--- src/rtl/uncache_wbuf.sv ---
`default_nettype none
// +----------------------------------------------------------------------------+
// | Module      : uncache_wbuf                                                 |
// | Description : Uncached store write buffer. A circular FIFO feeds a 3-state |
// |               bus FSM (IDLE/REQ/WAIT). Loads stall behind buffered stores. |
// |               Define UNCACHE_WBUF_LOAD_CHECK_EN to stall only on a word     |
// |               address match instead of on any non-empty buffer.            |
// | Revision    : 1.0 - initial release                                        |
// +----------------------------------------------------------------------------+
module uncache_wbuf #(
  parameter int DEPTH = 4
) (
  input  logic        clk,
  input  logic        rst,
  input  logic        MEM_StoreValid,
  input  logic [31:0] MEM_StoreAddr,
  input  logic [31:0] MEM_StoreData,
  input  logic [3:0]  MEM_StoreStrb,
  input  logic        MEM_LoadValid,
  input  logic [31:0] MEM_LoadAddr,
  output logic        WBuf_StallReq,
  output logic        Bus_WrReq,
  output logic [31:0] Bus_WrAddr,
  output logic [31:0] Bus_WrData,
  output logic [3:0]  Bus_WrStrb,
  input  logic        Bus_AddrOk,
  input  logic        Bus_DataOk,
  output logic        WBuf_Empty,
  output logic        WBuf_Full
);

  localparam int PTR_W = $clog2(DEPTH);
  localparam int CNT_W = PTR_W + 1;

  typedef enum logic [1:0] {
    ST_IDLE = 2'd0,
    ST_REQ  = 2'd1,
    ST_WAIT = 2'd2
  } state_e;

  state_e             state_q, state_d;
  logic [PTR_W-1:0]   head_q, head_d;
  logic [PTR_W-1:0]   tail_q, tail_d;
  logic [CNT_W-1:0]   count_q, count_d;

  logic [31:0]        addr_mem_q [DEPTH];
  logic [31:0]        data_mem_q [DEPTH];
  logic [3:0]         strb_mem_q [DEPTH];

  logic               w_empty;
  logic               w_full;
  logic               w_push;
  logic               w_pop;
  logic               w_load_conflict;

  assign w_empty = (count_q == '0);
  assign w_full  = (count_q == CNT_W'(DEPTH));
  // Full blocks the push even when a pop frees a slot in the same cycle.
  assign w_push  = MEM_StoreValid & ~w_full;
  assign w_pop   = (state_q == ST_WAIT) & Bus_DataOk;

  always_comb begin
    head_d  = head_q;
    tail_d  = tail_q;
    count_d = count_q;
    if (w_push) tail_d = tail_q + 1'b1;
    if (w_pop)  head_d = head_q + 1'b1;
    case ({w_push, w_pop})
      2'b10:   count_d = count_q + 1'b1;
      2'b01:   count_d = count_q - 1'b1;
      default: count_d = count_q;
    endcase
  end

  always_comb begin
    state_d = state_q;
    case (state_q)
      ST_IDLE: if (!w_empty)  state_d = ST_REQ;
      ST_REQ:  if (Bus_AddrOk) state_d = ST_WAIT;
      ST_WAIT: if (w_pop)      state_d = (count_d != '0) ? ST_REQ : ST_IDLE;
      default:                 state_d = ST_IDLE;
    endcase
  end

  always_ff @(posedge clk) begin
    if (rst) begin
      state_q <= ST_IDLE;
      head_q  <= '0;
      tail_q  <= '0;
      count_q <= '0;
    end else begin
      state_q <= state_d;
      head_q  <= head_d;
      tail_q  <= tail_d;
      count_q <= count_d;
    end
  end

  always_ff @(posedge clk) begin
    if (w_push) begin
      addr_mem_q[tail_q] <= MEM_StoreAddr;
      data_mem_q[tail_q] <= MEM_StoreData;
      strb_mem_q[tail_q] <= MEM_StoreStrb;
    end
  end

`ifdef UNCACHE_WBUF_LOAD_CHECK_EN
  logic [DEPTH-1:0] w_match;
  logic [1:0]       unused_load_lsb;

  assign unused_load_lsb = MEM_LoadAddr[1:0];

  // Slot i is live when its distance from head is below count.
  for (genvar gi = 0; gi < DEPTH; gi++) begin : g_match
    logic [PTR_W-1:0] w_off;
    assign w_off       = PTR_W'(gi) - head_q;
    assign w_match[gi] = ({1'b0, w_off} < count_q) &&
                         (addr_mem_q[gi][31:2] == MEM_LoadAddr[31:2]);
  end

  assign w_load_conflict = MEM_LoadValid & (|w_match);
`else
  logic unused_load_addr;

  assign unused_load_addr = ^MEM_LoadAddr;
  assign w_load_conflict  = MEM_LoadValid & ~w_empty;
`endif

  assign WBuf_StallReq = (MEM_StoreValid & w_full) | w_load_conflict;
  assign WBuf_Empty    = w_empty;
  assign WBuf_Full     = w_full;

  assign Bus_WrReq  = (state_q == ST_REQ);
  assign Bus_WrAddr = Bus_WrReq ? addr_mem_q[head_q] : 32'd0;
  assign Bus_WrData = Bus_WrReq ? data_mem_q[head_q] : 32'd0;
  assign Bus_WrStrb = Bus_WrReq ? strb_mem_q[head_q] : 4'd0;

endmodule
`default_nettype wire

--- config.mk ---
export PLATFORM = sky130hd
export DESIGN_NAME = uncache_wbuf
export DESIGN_NICKNAME = d
export VERILOG_FILES = /design/src/rtl/uncache_wbuf.sv
export SDC_FILE = /design/constraint.sdc
export NUM_CORES = 1
export LEC_CHECK = 0
export ABC_AREA = 1
export CORE_UTILIZATION = 40
export DETAILED_ROUTE_END_ITERATION = 12
export GPL_TIMING_DRIVEN = 1
export PLACE_DENSITY = 0.64
export SYNTH_ARGS = -nofsm -noshare
export SYNTH_HDL_FRONTEND = slang
export SYNTH_SLANG_ARGS = --single-unit
--- constraint.sdc ---
create_clock -name clk -period 5 [get_ports clk]
set_input_delay 1.25 -clock clk [delete_from_list [all_inputs] [get_ports clk]]
set_output_delay 1.25 -clock clk [all_outputs]
set_load 0.01 [all_outputs]
# After elaboration in Yosys (flattened, before gate mapping)
# Memory sizes are Yosys's and may differ from the RTL's. A register that Yosys moved wholly into a read port is not among the register bits.
# Cells that the tools add are included.
[word_totals]
regBits = 9
mem_bits_rw = 272
in_bits = 106
output_inout_bits = 72
memories = 3
[op_classes]
n_addsub = 4
n_eq_ne = 8
n_mux = 17
n_bitwise = 7
reduce_logical = 4
[mem_list]
columns = ["name", "words", "word_bits", "rd", "rd_clocked_by_memory_dff", "wr", "line", "text"]
rows = [
  ["addr_mem_q", 4, 32, 1, 1, 1, "46", "logic [31:0] addr_mem_q [DEPTH];"],
  ["data_mem_q", 4, 32, 1, 1, 1, "47", "logic [31:0] data_mem_q [DEPTH];"],
  ["strb_mem_q", 4, 4, 1, 1, 1, "48", "logic [3:0] strb_mem_q [DEPTH];"],
]
[ops]
columns = ["cell", "n"]
rows = [
  ["32-bit two-way mux", 2],
  ["2-bit two-way mux", 9],
  ["2-bit case mux with 3 select lines", 1],
  ["3-bit case mux with 2 select lines", 1],
  ["2-bit by 1-bit adder with 2-bit output (second input constant)", 2],
  ["1-bit bitwise AND", 4],
  ["2-bit by 1-bit equality test with 1-bit output (second input constant)", 2],
  ["2-bit equality test (second input constant)", 2],
  ["4-bit two-way mux", 1],
  ["2-bit inequality test (second input constant)", 2],
  ["3-bit by 1-bit adder with 3-bit output (second input constant)", 1],
  ["3-bit equality test (second input constant)", 1],
  ["3-bit logical NOT", 1],
  ["1-bit two-way mux", 3],
  ["3-bit AND reduction", 1],
  ["3-bit nonzero test", 1],
  ["3-bit by 1-bit subtractor with 3-bit output (second input constant)", 1],
  ["2-bit logical NOT", 1],
  ["2-bit by 1-bit inequality test with 1-bit output (second input constant)", 1],
  ["1-bit inverter", 2],
  ["1-bit OR", 1],
]

# Logic depth before layout (Yosys ltp)
# Gate-level depths: netlist of the first run.
[logic_depth]
depth_word = 9
ltp_mapped = 13
ltp_nobuf = 13

# Least setup slack after synthesis of the first run
# Ideal clock, no wire load.
[synth_timing]
path_kind = "input-to-reg"
from = "input MEM_StoreValid"
to = "memory addr_mem_q[0][0], enable pin"
setup_time_ns = 0.495
t_arrival_ns = 4.275
t_required_ns = 4.505
setup_slack_ns = 0.230
cell_stages = 2
n_path_buf = 0
cell_sequence = "nand2_1 nor2_1"
[synth_via]
elab_chain_cells = 3
[synth_lines]
columns = ["element", "line", "text"]
rows = [
  ["start: declaration", "15", "input logic MEM_StoreValid,"],
  ["1-bit bitwise AND", "59", "assign w_push = MEM_StoreValid & ~w_full;"],
  ["1-bit two-way mux", "100", "if (w_push) begin"],
  ["1-bit two-way mux (implied by the code)", "101", "addr_mem_q[tail_q] <= MEM_StoreAddr;"],
  ["end: declaration", "46", ""],
]
# Every way passes these cells.

==> results by group, run 1 <==
Logic synthesis
  • Synth Instances: 885
  • Post-synth EDFFs: 272
  • Sequential cell area fraction in the yosys report: roughly three quarters
  • FFs w/ async S/R, synth: 0%
  • Post-synth net total: 997
  • Synth area leader: edfxtp_1
  • Synthesized area: 11100 um2
  • Share of the synthesized area in the top cell type: 73.6%
  • Synth cell types: 23
  • Ys flop type: edfxtp_1
  • Dominant cells by area after synthesis: edfxtp_1 74%, nor2_1 9.5%, o21ai_0 4.5%
  • Avg Cell Area, Syn: 12.5 um2
  • FF+latch count, synth: 283
  • Synth warnings: 0

Worst hold path
  • HP Class: reg -> reg
  • Min-delay src: head_q[0]$_SDFFE_PP0P_
  • Cells on Worst Hold Path: 1

Place
  • Routability Congestion: 0.718
  • Dpl hpwl: 12100 um
  • Port-buffer cells: ~150

Clocking
  • Hold buffers post-CTS: 0
  • H-tree levels: 1
  • Clock Sink Count: approximately 280
  • CTS max path bufs: 3
  • CTS tree: done
  • Num CTS Buffers: 29
  • Post-cts repair resize count: 0
  • Worst skew pair latency: 0.54 ns
  • CTS Root Cell: clkbuf_16
  • Setup bufs post-CTS: 0
  • Clock transition at path regs: 0.06 ns

Global routing
  • Vias in the first global route: 6923
  • Global-route wire length before repair: 36200 um
  • Total GRT Usage: between 10% and 20%
  • Total gr overflow: 0
  • Initial antenna violation count: 1
  • Pin count of the biggest net entering global routing: 137

Pwr
  • Pleak: 0.00463 uW
  • Cell Pwr Density: 370 nW/um2
  • Worst vdd ir: between 0.2 and 0.3 mV
  • Tot Pwr: 5080 uW

STA
  • Setup TNS: 0 ns
  • Final Hold Fails: 0
  • Worst slew pin tran: between 0.9 and 1 ns
  • Worst slew margin: 37.6%
  • Fin. max-slew vios: 0
  • Final Setup Violations: 0
  • Crit share post-route: about four fifths
  • Tmin final: 3.98 ns
  • RSZ-0062 raised after global routing: false
  • Worst clock skew: 0.0176 ns
  • Max Clk Rate: 251 MHz

Outcome
  • Status: complete, no violations

Worst setup path
  • FF-to-FF path depth: 11
  • Crit-path max cell delay: 0.57 ns
  • CP startpoint kind: register
  • Reg-to-reg startpoint: count_q[0]$_SDFF_PP0_
  • Setup crit end kind: primary output
  • CP delay by family, top: buffers and inverters
  • Buf/Inv on CP: 3
  • Crit path DAT: about 2.7 ns
  • CP Cell Sequence: inv_4 -> buf_12 -> o21ai_0 -> a21oi_1 -> clkdlybuf4s50_1
  • Worst Path Required: 3.75 ns
  • Worst Path Max Fanout: between 70 and 80
  • Stages on worst setup path: 5
  • CP max stage cell: clkdlybuf4s50_1
  • Critical path type: reg -> out

Detailed routing
  • Final ANT Viol Nets: 0
  • Vias: 6944
  • Drt drc: 0
  • 1st-iter DRT viols: ~490
  • Vias/cell: 4.92
  • Wire length per cell: 16.6 um
  • Final WL: around 23000 um
  • DRT Pass-1 Iters: 5

Final layout
  • Share of layout cells above drive strength 1: 5.20%
  • Nets@finish: approximately 1100
  • Antenna diodes: 0
  • Synthesis-to-finish area growth: 23.9%
  • Commonest non-fill, non-tap cell in the layout: nor2_1
  • Most frequent cells in the layout: 277 x nor2_1, 272 x edfxtp_1, 145 x clkdlybuf4s50_1

Die
  • Std cell rows: 60
  • Core area: 27100 um2
  • Die W: approximately 170 um
  • Die Y: ~170 um
  • Die ar.: 28400 um2
  • IO Pins: 178
  • Initial Utilization: between 40% and 50%

Job
  • Max Cap Viol: 0
==> registers in the layout, indices dropped and copies added, names as in the netlist, named ones only <==
| signal | count |
|---|---|
| addr_mem_q | 128 |
| data_mem_q | 128 |
| strb_mem_q | 16 |
| count_q | 3 |
| head_q | 2 |
| state_q | 2 |
| tail_q | 2 |
==> cell families after synthesis <==
kind of cell / Yosys count / share of synthesized area (%)
and+or+nand+nor: 302 / 10.3
DFF: 283 / 75.6
AOI/OAI and AO/OA: 219 / 9.94
buffers and inverters: 74 / 3.34
adders and majority gates: 6 / 0.744
xor gates and xnor gates: 1 / 0.0789
==> Yosys cell counts, types with 2 or more instances <==
cell type and number:
nand3_1 5, o21ai_0 99, dfxtp_1 11, clkbuf_1 22
inv_2 3, nand2_1 13, o21bai_1 2, edfxtp_1 272
o21ai_1 39, buf_4 2, ha_1 5, buf_2 16
a21oi_1 78, nor2_1 281, inv_1 19, buf_6 8
clkbuf_2 4
==> metal layers <==
metal	wire, um	vias up	global-route usage, %
met3	1130	38	3.09
met2	11700	155	30.1
met1	10100	3357	19.9
li1	-	3392	-
met5	13	-	0
met4	478	2	4.51
==> final cells by class <==
cell class | instances | area [um2]
clock buffers | 39 | 763
clock inverters | 10 | 43.8
fillers | 2328 | 13300
inverters | 22 | 85.1
multi-input cells | 528 | 2370
flip-flops and latches | 283 | 8390
well taps | 372 | 465
repair buffers | 157 | 1630
==> worst reg2reg max path: stages, from the launching register on <==
cell and delay, ns:
dfxtp_1 0.32, nor2_1 0.21, nand2_1 0.10, nand2_1 0.43, ha_1 0.27, inv_1 0.07
fa_1 0.41, o21ai_0 0.25, nor2_1 0.08, nand3_1 0.07, nand2_1 0.05, a21oi_1 0.10
==> stage by stage <==
stage / worst slack (ns) / cells / cell area (um2) / hold slack (ns) / util [%]
6_report: 1.02 / 1411 / 13800 / 0.492 / 50.7
3_3_place_gp: 1.34 / 1362 / 12900 / 0.474 / 47.8
3_5_place_dp: 1.32 / 1362 / 12900 / 0.483 / 47.8
4_1_cts: 0.944 / 1411 / 13800 / 0.497 / 50.7
5_1_grt: 0.803 / 1411 / 13800 / 0.524 / 50.7
2_1_floorplan: 0.230 / 885 / 11100 / 0.457 / -
==> report_power, final <==
group / leakage [uW] / internal (uW) / switching (uW) / total (uW)
combinational: 0.00165 / 212 / 276 / 488
sequential: 0.00259 / 2710 / 22.1 / 2730
clock: 0.000390 / 1050 / 811 / 1860
total: 0.00463 / 3980 / 1110 / 5080
==> final timing paths <==
kind	endpoint	slack, ns
worst max register to register	state_q[0]$_SDFFE_PP0P_	2.57
worst min-delay path	register	0.49
worst max-delay path	Bus_WrAddr[10]	1.02
worst min register to register	register	0.49
(Power assumes the default switching activity.)
==> run 2, diff against run 1 <==
--- a/config.mk
+++ b/config.mk
@@ -9,7 +9,7 @@
 export CORE_UTILIZATION = 40
 export DETAILED_ROUTE_END_ITERATION = 12
 export GPL_TIMING_DRIVEN = 1
-export PLACE_DENSITY = 0.64
+export PLACE_DENSITY = 0.62
 export SYNTH_ARGS = -nofsm -noshare
 export SYNTH_HDL_FRONTEND = slang
 export SYNTH_SLANG_ARGS = --single-unit
==> constraint.sdc (replaced) <==
create_clock -name clk -period 3.9 [get_ports clk]
set_input_delay 0.975 -clock clk [delete_from_list [all_inputs] [get_ports clk]]
set_output_delay 0.975 -clock clk [all_outputs]
set_load 0.01 [all_outputs]
==> results by group, run 2 (synthesized netlist as in run 1, its figures left out) <==
Worst setup path
  • CP startpoint kind: register
  • Crit-path max cell delay: 0.55 ns (-0.02 ns)
  • CP endpoint: Bus_WrStrb[3]
  • Worst Path Required: 2.92 ns (-0.83 ns)
  • CP Cell Sequence: inv_2 -> buf_4 -> nor2_1 -> o21ai_0 -> a21oi_1 -> clkdlybuf4s50_1
  • Worst Path Max Fanout: 34 (-55%)
  • R2r setup slk: 1.84 ns (-0.73 ns)
  • Crit path DAT: 2.73 ns (about the same)
  • Setup crit end kind: primary output
  • R2r endpoint: state_q[0]$_SDFFE_PP0P_
  • CP max stage cell: clkdlybuf4s50_1
  • Critical path type: reg -> out
  • Reg-to-reg startpoint: state_q[1]$_SDFFE_PP0P_
  • FF-to-FF path depth: 10 (-1)

Clocking
  • Num CTS Buffers: 29 (unchanged)
  • Worst skew pair latency: 0.53 ns (about the same)
  • CTS tree: done
  • Clock transition at path regs: 0.06 ns (about the same)
  • Setup bufs post-CTS: 0 (unchanged)
  • Clock Sink Count: 283 (unchanged)
  • CTS Root Cell: clkbuf_16
  • H-tree levels: 1 (unchanged)
  • Hold buffers post-CTS: 0 (unchanged)
  • Post-cts repair resize count: 0 (unchanged)
  • CTS max path bufs: 3 (unchanged)

Final layout
  • Share of the core filled with cells: 50.8% (+0.069 points)
  • Cell area after layout: 13800 um2 (+0.14%)
  • Top Registers: addr_mem_q: 128 flops, data_mem_q: 128 flops, strb_mem_q: 16 flops
  • Antenna diodes: 0 (unchanged)
  • Commonest non-fill, non-tap cell in the layout: nor2_1
  • Most frequent cells in the layout: 277 x nor2_1, 272 x edfxtp_1, 145 x clkdlybuf4s50_1
  • Synthesis-to-finish area growth: 24.1%
  • Share of layout cells above drive strength 1: 5.57% (+0.37 points)
  • Nets@finish: 1136 (+0.26%)

STA
  • Setup TNS: 0 ns (unchanged)
  • RSZ-0062 raised after global routing: false
  • Max Clk Rate: 270 MHz
  • Final Setup Violations: 0 (unchanged)
  • Worst slew pin tran: 0.938 ns (+0.00129 ns)
  • Fin. max-slew vios: 0 (unchanged)
  • Final hold slack: 0.490 ns (-0.00124 ns)
  • Crit share post-route: about 95%
  • Worst slew margin: 37.5% (-0.086 points)
  • Final Hold Fails: 0 (unchanged)
  • Tmin final: ~3.7 ns
  • Worst clock skew: 0.00991 ns (-0.00770 ns)

Die
  • Core area: 27100 um2 (unchanged)
  • Die ar.: 28400 um2 (unchanged)
  • Std cell rows: 60 (unchanged)
  • Die Y: 169 um (unchanged)
  • Die W: 169 um (unchanged)
  • Initial Utilization: 41.0% (unchanged)
  • IO Pins: 178 (unchanged)

Worst hold path
  • HP Class: reg -> reg

Detailed routing
  • DRT Pass-1 Iters: 4 (-1)
  • Wire length per cell: 16.3 um (-1.7%)
  • Final WL: 23000 um (-1.6%)
  • Vias: 6890 (-0.78%)
  • Final ANT Viol Nets: 0 (unchanged)
  • Vias/cell: 4.88 (-0.92%)
  • 1st-iter DRT viols: 422 (-14%)
  • Drt drc: 0 (unchanged)

Pwr
  • Tot Pwr: 6570 uW (+29%)
  • Cell Pwr Density: 477 nW/um2 (+29%)
  • Proportion of power drawn by the clock network: 37.1% (+0.4 points)
  • Internal power: 5170 uW (+30%)
  • Sequential fraction of design power: 53.3% (-0.4 points)
  • Pleak: 0.00464 uW (+0.28%)
  • Worst vdd ir: 0.330 mV (+22%)
  • Net Switching: 1400 uW (+26%)
  • Sw Share: 21.3% (-0.46 points)
  • Comb pwr share: 9.5% (about the same)

Place
  • Placed cell areas: 12900 um2 (unchanged)
  • Routability Congestion: 0.681 (-5.1%)
  • Port-buffer cells: 145 (unchanged)
  • Dpl hpwl: 12200 um (+0.74%)

Global routing
  • Total GRT Usage: 16.2% (-0.31 points)
  • Total gr overflow: 0 (unchanged)
  • Initial antenna violation count: 1 (unchanged)
  • Vias in the first global route: 6604 (-4.6%)
  • Global-route wire length before repair: 35400 um (-2.3%)
  • Pin count of the biggest net entering global routing: 121 (-12%)

Job
  • Max Cap Viol: 0 (unchanged)

Outcome
  • Status: complete, no violations
-- run 2: stage by stage --
step / setup slack, ns / std cells
finish: 0.193 / 1413
CTS: 0.124 / 1413
floorplan: -0.595 / 885
detailed placement: 0.681 / 1365
global route: 0.0294 / 1413
global placement: 0.713 / 1365
-- run 2: critical path, delay by kind of cell (launching register included) --
| kind | cells | cell delay (ns) |
|---|---|---|
| simple gates | 1 | 0.09 |
| compound gates | 2 | 0.17 |
| flops | 1 | 0.34 |
| buf+inv | 3 | 1.56 |
-- run 2: routing by layer --
layer	vias up	part of all wire, %	routed length [um]	track usage [%]
met5	-	0.056	13	0
met4	2	1.7	403	4.03
met3	32	6.6	1510	3.86
met2	190	48	11100	27.6
met1	3276	44	10000	20.8
li1	3390	-	-	-
-- run 2: power by group through the flow --
stage	Sequential, uW	Clock [uW]	Combinational [uW]
3_5_place_dp	3570	0	634
3_3_place_gp	3560	0	628
4_1_cts	3500	2500	638
2_1_floorplan	3570	0	281
5_1_grt	3510	2620	689
6_report	3500	2440	626
-- run 2: worst min-delay path by stage --
stage,from,end,slack [ns],depth (start not counted)
finish,head_q[0]$_SDFFE_PP0P_,head_q[0]$_SDFFE_PP0P_,0.49,1
global route,head_q[0]$_SDFFE_PP0P_,head_q[0]$_SDFFE_PP0P_,0.52,1
CTS,head_q[0]$_SDFFE_PP0P_,head_q[0]$_SDFFE_PP0P_,0.50,1
detailed placement,count_q[0]$_SDFF_PP0_,count_q[0]$_SDFF_PP0_,0.49,2
global placement,head_q[0]$_SDFFE_PP0P_,head_q[0]$_SDFFE_PP0P_,0.47,1
floorplan,head_q[0]$_SDFFE_PP0P_,register,0.46,1
-- run 2: final cells by class --
class	instances	area [um2]
fill	2363	13300
sequential	283	8400
clock buffer	42	774
timing repair buffer	160	1630
tap	372	465
multi-input combinational	528	2370
inverter	22	85.1
clock inverter	6	51.3
